--- src/rtl/uart_pkg.sv ---
// Shared definitions for the CORDIC-UART link (uart_tx / uart_rx).
// The parity selectors and the bit-period helper live here so both ends always agree.
package uart_pkg;

    localparam bit EVEN_PAR = 1'b0;
    localparam bit ODD_PAR  = 1'b1;

    // Clock cycles per bit, rounded to the nearest integer in integer-only arithmetic.
    function automatic int baud_cnt_max(input int clk, input int baud);
        return (clk + baud / 2) / baud;
    endfunction

endpackage

--- src/rtl/uart_sync2.sv ---
// Two-flop synchronizer for a single asynchronous input.
// The reset value is a parameter, so an idle-high line does not fake an edge when reset is released.
module uart_sync2 #(
    parameter logic RESET_VAL = 1'b1
) (
    input  logic i_clk,
    input  logic i_rst_n,
    input  logic i_d,
    output logic o_q
);

    logic [1:0] sync_q;

    always_ff @(posedge i_clk or negedge i_rst_n) begin
        if (!i_rst_n) begin
            sync_q <= {2{RESET_VAL}};
        end else begin
            sync_q <= {sync_q[0], i_d};
        end
    end

    assign o_q = sync_q[1];

endmodule

--- src/rtl/uart_rx.sv ---
// UART receiver: mid-bit sampling deframer with parity and stop-bit checking.
// Each received word is presented as a one-cycle valid pulse, with its error flags attached.
module uart_rx #(
    parameter int CLK_FREQ_MHZ  = 100_000_000,
    parameter int BAUD_RATE     = 3_000_000,
    parameter int NUM_DATA_BITS = 8,
    parameter int PARITY_ON     = 1,
    parameter int PARITY_EO     = 1,
    parameter int NUM_STOP_BITS = 1
) (
    input  logic                     i_clk,
    input  logic                     i_rst_n,
    input  logic                     i_rx,
    output logic                     o_rx_byte_valid,
    output logic [NUM_DATA_BITS-1:0] o_rx_byte,
    output logic                     o_parity_err,
    output logic                     o_frame_err
);
    import uart_pkg::*;

    localparam int MAX  = baud_cnt_max(CLK_FREQ_MHZ, BAUD_RATE);
    localparam int HALF = MAX / 2;
    localparam int CW   = $clog2(MAX);
    localparam logic [CW-1:0] CNT_LAST = CW'(MAX - 1);
    localparam logic [CW-1:0] CNT_MID  = CW'(HALF - 1);
    localparam logic [3:0]    DATA_LAST = 4'(NUM_DATA_BITS - 1);
    localparam logic [3:0]    STOP_LAST = 4'(NUM_STOP_BITS - 1);

    typedef enum logic [2:0] {
        S_IDLE, S_START, S_DATA, S_PARITY, S_STOP, S_BREAK
    } state_e;

    state_e                   state_q, state_d;
    logic [CW-1:0]            cnt_q, cnt_d;
    logic [3:0]               bit_q, bit_d;
    logic [NUM_DATA_BITS-1:0] shift_q, shift_d;
    logic                     perr_q, perr_d;
    logic                     ferr_q, ferr_d;
    logic                     valid_q, valid_d;
    logic [NUM_DATA_BITS-1:0] byte_q, byte_d;
    logic                     perr_out_q, perr_out_d;
    logic                     ferr_out_q, ferr_out_d;
    logic                     rx_s;
    logic                     parity_exp;

    uart_sync2 #(.RESET_VAL(1'b1)) u_sync (
        .i_clk   (i_clk),
        .i_rst_n (i_rst_n),
        .i_d     (i_rx),
        .o_q     (rx_s)
    );

    assign parity_exp = (PARITY_EO == int'(ODD_PAR)) ? ~^shift_q : ^shift_q;

    always_ff @(posedge i_clk or negedge i_rst_n) begin
        if (!i_rst_n) begin
            state_q    <= S_IDLE;
            cnt_q      <= '0;
            bit_q      <= '0;
            shift_q    <= '0;
            perr_q     <= 1'b0;
            ferr_q     <= 1'b0;
            valid_q    <= 1'b0;
            byte_q     <= '0;
            perr_out_q <= 1'b0;
            ferr_out_q <= 1'b0;
        end else begin
            state_q    <= state_d;
            cnt_q      <= cnt_d;
            bit_q      <= bit_d;
            shift_q    <= shift_d;
            perr_q     <= perr_d;
            ferr_q     <= ferr_d;
            valid_q    <= valid_d;
            byte_q     <= byte_d;
            perr_out_q <= perr_out_d;
            ferr_out_q <= ferr_out_d;
        end
    end

    always_comb begin
        state_d    = state_q;
        cnt_d      = cnt_q;
        bit_d      = bit_q;
        shift_d    = shift_q;
        perr_d     = perr_q;
        ferr_d     = ferr_q;
        valid_d    = 1'b0;
        byte_d     = byte_q;
        perr_out_d = perr_out_q;
        ferr_out_d = ferr_out_q;

        case (state_q)
            S_IDLE: begin
                if (!rx_s) begin
                    cnt_d   = '0;
                    state_d = S_START;
                end
            end
            // A start bit that is high again at its midpoint is treated as a glitch.
            S_START: begin
                if (cnt_q == CNT_MID) begin
                    cnt_d = '0;
                    if (!rx_s) begin
                        bit_d   = '0;
                        perr_d  = 1'b0;
                        ferr_d  = 1'b0;
                        state_d = S_DATA;
                    end else begin
                        state_d = S_IDLE;
                    end
                end else begin
                    cnt_d = cnt_q + CW'(1);
                end
            end
            S_DATA: begin
                if (cnt_q == CNT_LAST) begin
                    cnt_d   = '0;
                    shift_d = {rx_s, shift_q[NUM_DATA_BITS-1:1]};
                    if (bit_q == DATA_LAST) begin
                        bit_d   = '0;
                        state_d = (PARITY_ON != 0) ? S_PARITY : S_STOP;
                    end else begin
                        bit_d = bit_q + 4'd1;
                    end
                end else begin
                    cnt_d = cnt_q + CW'(1);
                end
            end
            S_PARITY: begin
                if (cnt_q == CNT_LAST) begin
                    cnt_d   = '0;
                    perr_d  = (rx_s != parity_exp);
                    state_d = S_STOP;
                end else begin
                    cnt_d = cnt_q + CW'(1);
                end
            end
            // The word is delivered at mid-stop so that an early next start edge is not missed.
            S_STOP: begin
                if (cnt_q == CNT_LAST) begin
                    cnt_d  = '0;
                    ferr_d = ferr_q | ~rx_s;
                    if (bit_q == STOP_LAST) begin
                        bit_d      = '0;
                        valid_d    = 1'b1;
                        byte_d     = shift_q;
                        perr_out_d = perr_q;
                        ferr_out_d = ferr_q | ~rx_s;
                        state_d    = rx_s ? S_IDLE : S_BREAK;
                    end else begin
                        bit_d = bit_q + 4'd1;
                    end
                end else begin
                    cnt_d = cnt_q + CW'(1);
                end
            end
            S_BREAK: begin
                if (rx_s) begin
                    state_d = S_IDLE;
                end
            end
            default: begin
                state_d    = S_IDLE;
                cnt_d      = '0;
                bit_d      = '0;
                shift_d    = '0;
                perr_d     = 1'b0;
                ferr_d     = 1'b0;
                byte_d     = '0;
                perr_out_d = 1'b0;
                ferr_out_d = 1'b0;
            end
        endcase
    end

    assign o_rx_byte_valid = valid_q;
    assign o_rx_byte       = byte_q;
    assign o_parity_err    = perr_out_q;
    assign o_frame_err     = ferr_out_q;

endmodule
--- config.mk ---
export PLATFORM = sky130hd
export DESIGN_NAME = uart_rx
export DESIGN_NICKNAME = d
export VERILOG_FILES = /design/src/rtl/uart_pkg.sv /design/src/rtl/uart_sync2.sv /design/src/rtl/uart_rx.sv
export SDC_FILE = /design/constraint.sdc
export NUM_CORES = 1
export LEC_CHECK = 0
export BUFFER_PORTS_ARGS = -buffer_cell sky130_fd_sc_hd__buf_4
export CAP_MARGIN = 20
export CORE_MARGIN = 2
export CORE_UTILIZATION = 35
export CTS_CLUSTER_DIAMETER = 50
export CTS_CLUSTER_SIZE = 28
export DETAILED_ROUTE_END_ITERATION = 12
export GPL_ROUTABILITY_DRIVEN = 0
export SLEW_MARGIN = 25
export SYNTH_ARGS = -nofsm -noshare
export SYNTH_HDL_FRONTEND = slang
export SYNTH_SLANG_ARGS = --single-unit
--- constraint.sdc ---
create_clock -name i_clk -period 1.95 [get_ports i_clk]
set_input_delay 0.195 -clock i_clk [delete_from_list [all_inputs] [get_ports i_clk]]
set_output_delay 0.195 -clock i_clk [all_outputs]
set_load 0.02 [all_outputs]
==> summary.txt <==
Placement
  – Port bufs: 13
  – Place WS: 80.6 ps
  – Final HPWL DP: 3190 um

Power
  – Maximum vdd drop: 459 uV
  – Power per cell area: 806 nW/um2
  – Tot Pwr: 1.99 mW
  – Pleak: 1.04 nW

Routing
  – Final wirelength: 4590 um
  – Detailed-route DRC error count: 0
  – WL/cell: 15.3 um
  – Via count: 1585
  – Routed Antenna Nets: 0
  – Vias per cell: 5.27
  – First-pass iteration count of the detailed router: 4
  – First DRT Iteration DRCs: 106

STA
  – Max-Slew Margin vs Limit: 69.3%
  – WHS: 360 ps
  – Period utilisation layout: 95.5%
  – Setup-failing EPs final: 0
  – Final Skew: 9.26 ps
  – Slew Limit Fails: 0
  – RSZ-0062 raised after global routing: false
  – F_max: 537 MHz
  – Worst setup margin: 88.1 ps
  – Total negative slack: 0 ps
  – Final critical path time including I/O delays and setup: 1860 ps
  – Final hold vios: 0
  – Worst-margin pin slew: 461 ps

Setup path
  – Worst setup SP type: flop
  – Crit. End Element: flop
  – Crit Path Class: reg -> reg
  – Worst Path Required: 2140 ps
  – FF-to-FF setup slack: 90 ps
  – WP data arrival: 2050 ps
  – Reg2Reg Depth: 7
  – Reg-to-Reg Start: bit_q[1]$_DFFE_PN0P_
  – R2R Path End: o_rx_byte[3]$_DFFE_PN0P_
  – Maximum net fanout on the critical path: 7

Synthesis
  – Area contributors post-synth: dfrtp_1 42%, o21ai_0 4.5%, a22o_1 3.9%, nand2_1 3.7%, o31ai_1 3.0%
  – Post-Synthesis Cells: 193
  – Synth area leader: dfrtp_1
  – Net Count, Synth: 200
  – Avg Inst Size Synth: 10.4 um2
  – Sequential area share after synthesis: 44.9%
  – Synthesized flop and latch total: 36
  – Post-synth cell types: 52
  – Cell Area, Synth: 2010 um2
  – Post-synth top area share: 42.3%
  – Yosys Warn Count: 0

GRT
  – Largest net degree at the start of global routing: 37
  – GRT Overall Usage: 15.9%
  – Initial antenna violation count: 0
  – Vias in the first global route: 1560
  – Grt ovf: 0
  – First-pass GRT wire length: 7820 um

Floorplanning
  – Die Ht: 79.8 um
  – Initial Util: 36.3%
  – Core box area: 5540 um2
  – Row Count: 27
  – Die Area: 6370 um2
  – Boundary Pins: 14
  – Die Wd: 79.8 um

Hold path
  – Hold path start: u_sync.sync_q[0]$_DFF_PN1_
  – Worst-case hold path end point: u_sync.sync_q[1]$_DFF_PN1_
  – Hold depth: 0
  – Min-delay worst type: reg -> reg

Clock tree
  – Clk sink count: 36
  – Number of post-CTS setup repair buffers: 0
  – Cts bufs inserted: 5
  – CTS tree: yes
  – H-tree depth: 2
  – Maximum clock path buffer count: 2
  – CTS root buffer: clkbuf_8
  – Worst-path clk slew: 80 ps
  – Worst-Skew Late Latency: 290 ps

Final layout
  – Layout cell share with drive strength beyond 1: 25.3%
  – Layout Nets: 235
  – Util after Layout: 44.5%
  – Synthesis-to-finish area growth: 22.7%
  – Diode count: 0

Status
  – Outcome: finished clean

Job
  – Max Cap Viol: 0
## repair_timing
action | 4_1_cts | 5_1_grt
hold buffers | 2 | 0
endpoints found under the hold margin | 35 | 0
gates resized for setup | 0 | 3
endpoints found under the setup margin | 0 | 5
## through the flow
step / instances / instance area [um2]
after CTS: 301 / 2450
after global routing: 301 / 2470
after global placement: 291 / 2320
after floorplan: 193 / 2010
final: 301 / 2470
after detailed placement: 291 / 2320
## critical path, stage by stage (launching register included)
cell and delay [ps]:
dfrtp_1 410, inv_1 80, ha_1 130, or3b_1 480, nand2_1 180, nand3b_4 110, buf_4 180, a22o_1 180
## flip-flops by register name, summed over array words and instances, names as in the netlist
register	count
shift_q	8
o_rx_byte	8
o_parity_err	1
perr_q	1
bit_q	4
state_q	3
ferr_q	1
cnt_q	6
o_rx_byte_valid	1
u_sync.sync_q	2
o_frame_err	1
## layout by cell type (no fill, tap or decap), drive strengths merged, types with 2 or more instances in the layout
cell type	n
nor2b	3
nand3b	2
o21ai	18
clkinv	3
buf	34
nor3	2
xnor2	6
clkbuf	5
or3	3
mux2	2
dfrtp	34
o2111ai	2
nand3	5
dlygate4sd3	2
nand4	2
a21oi	9
o31ai	8
nor2	9
and4b	2
ha	4
inv	10
a22o	9
or3b	2
o211ai	7
nand2	20
dfstp	2
nor3b	3
mux2i	2
## cells by family after synthesis
| family | after synthesis | share of synthesized area [%] |
|---|---|---|
| fa+ha+maj | 4 | 2.49 |
| xor+xnor | 7 | 3.73 |
| simple gates | 56 | 17.4 |
| compound gates | 66 | 24.6 |
| mux | 4 | 2.12 |
| flops | 36 | 44.9 |
| buf+inv | 20 | 4.73 |
## worst max path at each step
| stage | from | endpoint | cells after the start |
|---|---|---|---|
| after floorplan | cnt_q[0]$_DFFE_PN0P_ | o_frame_err$_DFFE_PN0P_ | 6 |
| after global placement | cnt_q[0]$_DFFE_PN0P_ | state_q[0]$_DFFE_PN0P_ | 7 |
| after detailed placement | cnt_q[0]$_DFFE_PN0P_ | state_q[0]$_DFFE_PN0P_ | 7 |
| after CTS | cnt_q[0]$_DFFE_PN0P_ | state_q[0]$_DFFE_PN0P_ | 7 |
| after global routing | bit_q[1]$_DFFE_PN0P_ | o_rx_byte[4]$_DFFE_PN0P_ | 7 |
| final | bit_q[1]$_DFFE_PN0P_ | o_rx_byte[3]$_DFFE_PN0P_ | 7 |
## routing by layer
layer	wire length (um)	part of all wire, %	GRT usage (%)	vias up
met5	0	0	0	-
met1	2250	49	22.2	774
met2	2140	47	23.9	22
met3	125	2.7	3.17	5
met4	80	1.7	6.95	0
li1	-	-	-	784
## cell type report
type,instances,area [um2]
fill,545,3070
multi-input combinational,137,1030
sequential,36,903
timing repair buffer,36,288
tap,72,90.1
clock buffer,5,68.8
inverter,12,45.0
clock inverter,3,42.5
## cell usage after synthesis, drive strengths merged
| master | n |
|---|---|
| dfrtp | 34 |
| nand2 | 20 |
| o21ai | 18 |
| inv | 10 |
| a21oi | 9 |
| a22o | 9 |
| nor2 | 9 |
| o31ai | 8 |
| buf | 7 |
| o211ai | 7 |
| xnor2 | 6 |
| nand3 | 5 |
| ha | 4 |
| nor2b | 3 |
| nor3b | 3 |
| or3 | 3 |
| and4b | 2 |
| clkinv | 2 |
| dfstp | 2 |
| mux2 | 2 |
| mux2i | 2 |
| nand3b | 2 |
| nand4 | 2 |
| nor3 | 2 |
| o2111ai | 2 |
| or3b | 2 |
| a2111oi | 1 |
| a211oi | 1 |
| a21boi | 1 |
| a22oi | 1 |
| a2bb2oi | 1 |
| a31oi | 1 |
| a32oi | 1 |
| and4bb | 1 |
| clkbuf | 1 |
| nand4bb | 1 |
| nor4 | 1 |
| o211a | 1 |
| o21bai | 1 |
| o221ai | 1 |
| o22a | 1 |
| o22ai | 1 |
| o2bb2ai | 1 |
| xnor3 | 1 |
## power breakdown
| group | switching (mW) | internal [mW] | leakage, nW | total [mW] |
|---|---|---|---|---|
| clock network | 0.285 | 0.378 | 0.0541 | 0.663 |
| logic | 0.250 | 0.187 | 0.499 | 0.437 |
| registers | 0.0896 | 0.799 | 0.488 | 0.888 |
| total | 0.624 | 1.36 | 1.04 | 1.99 |
(Power assumes the default switching activity.)
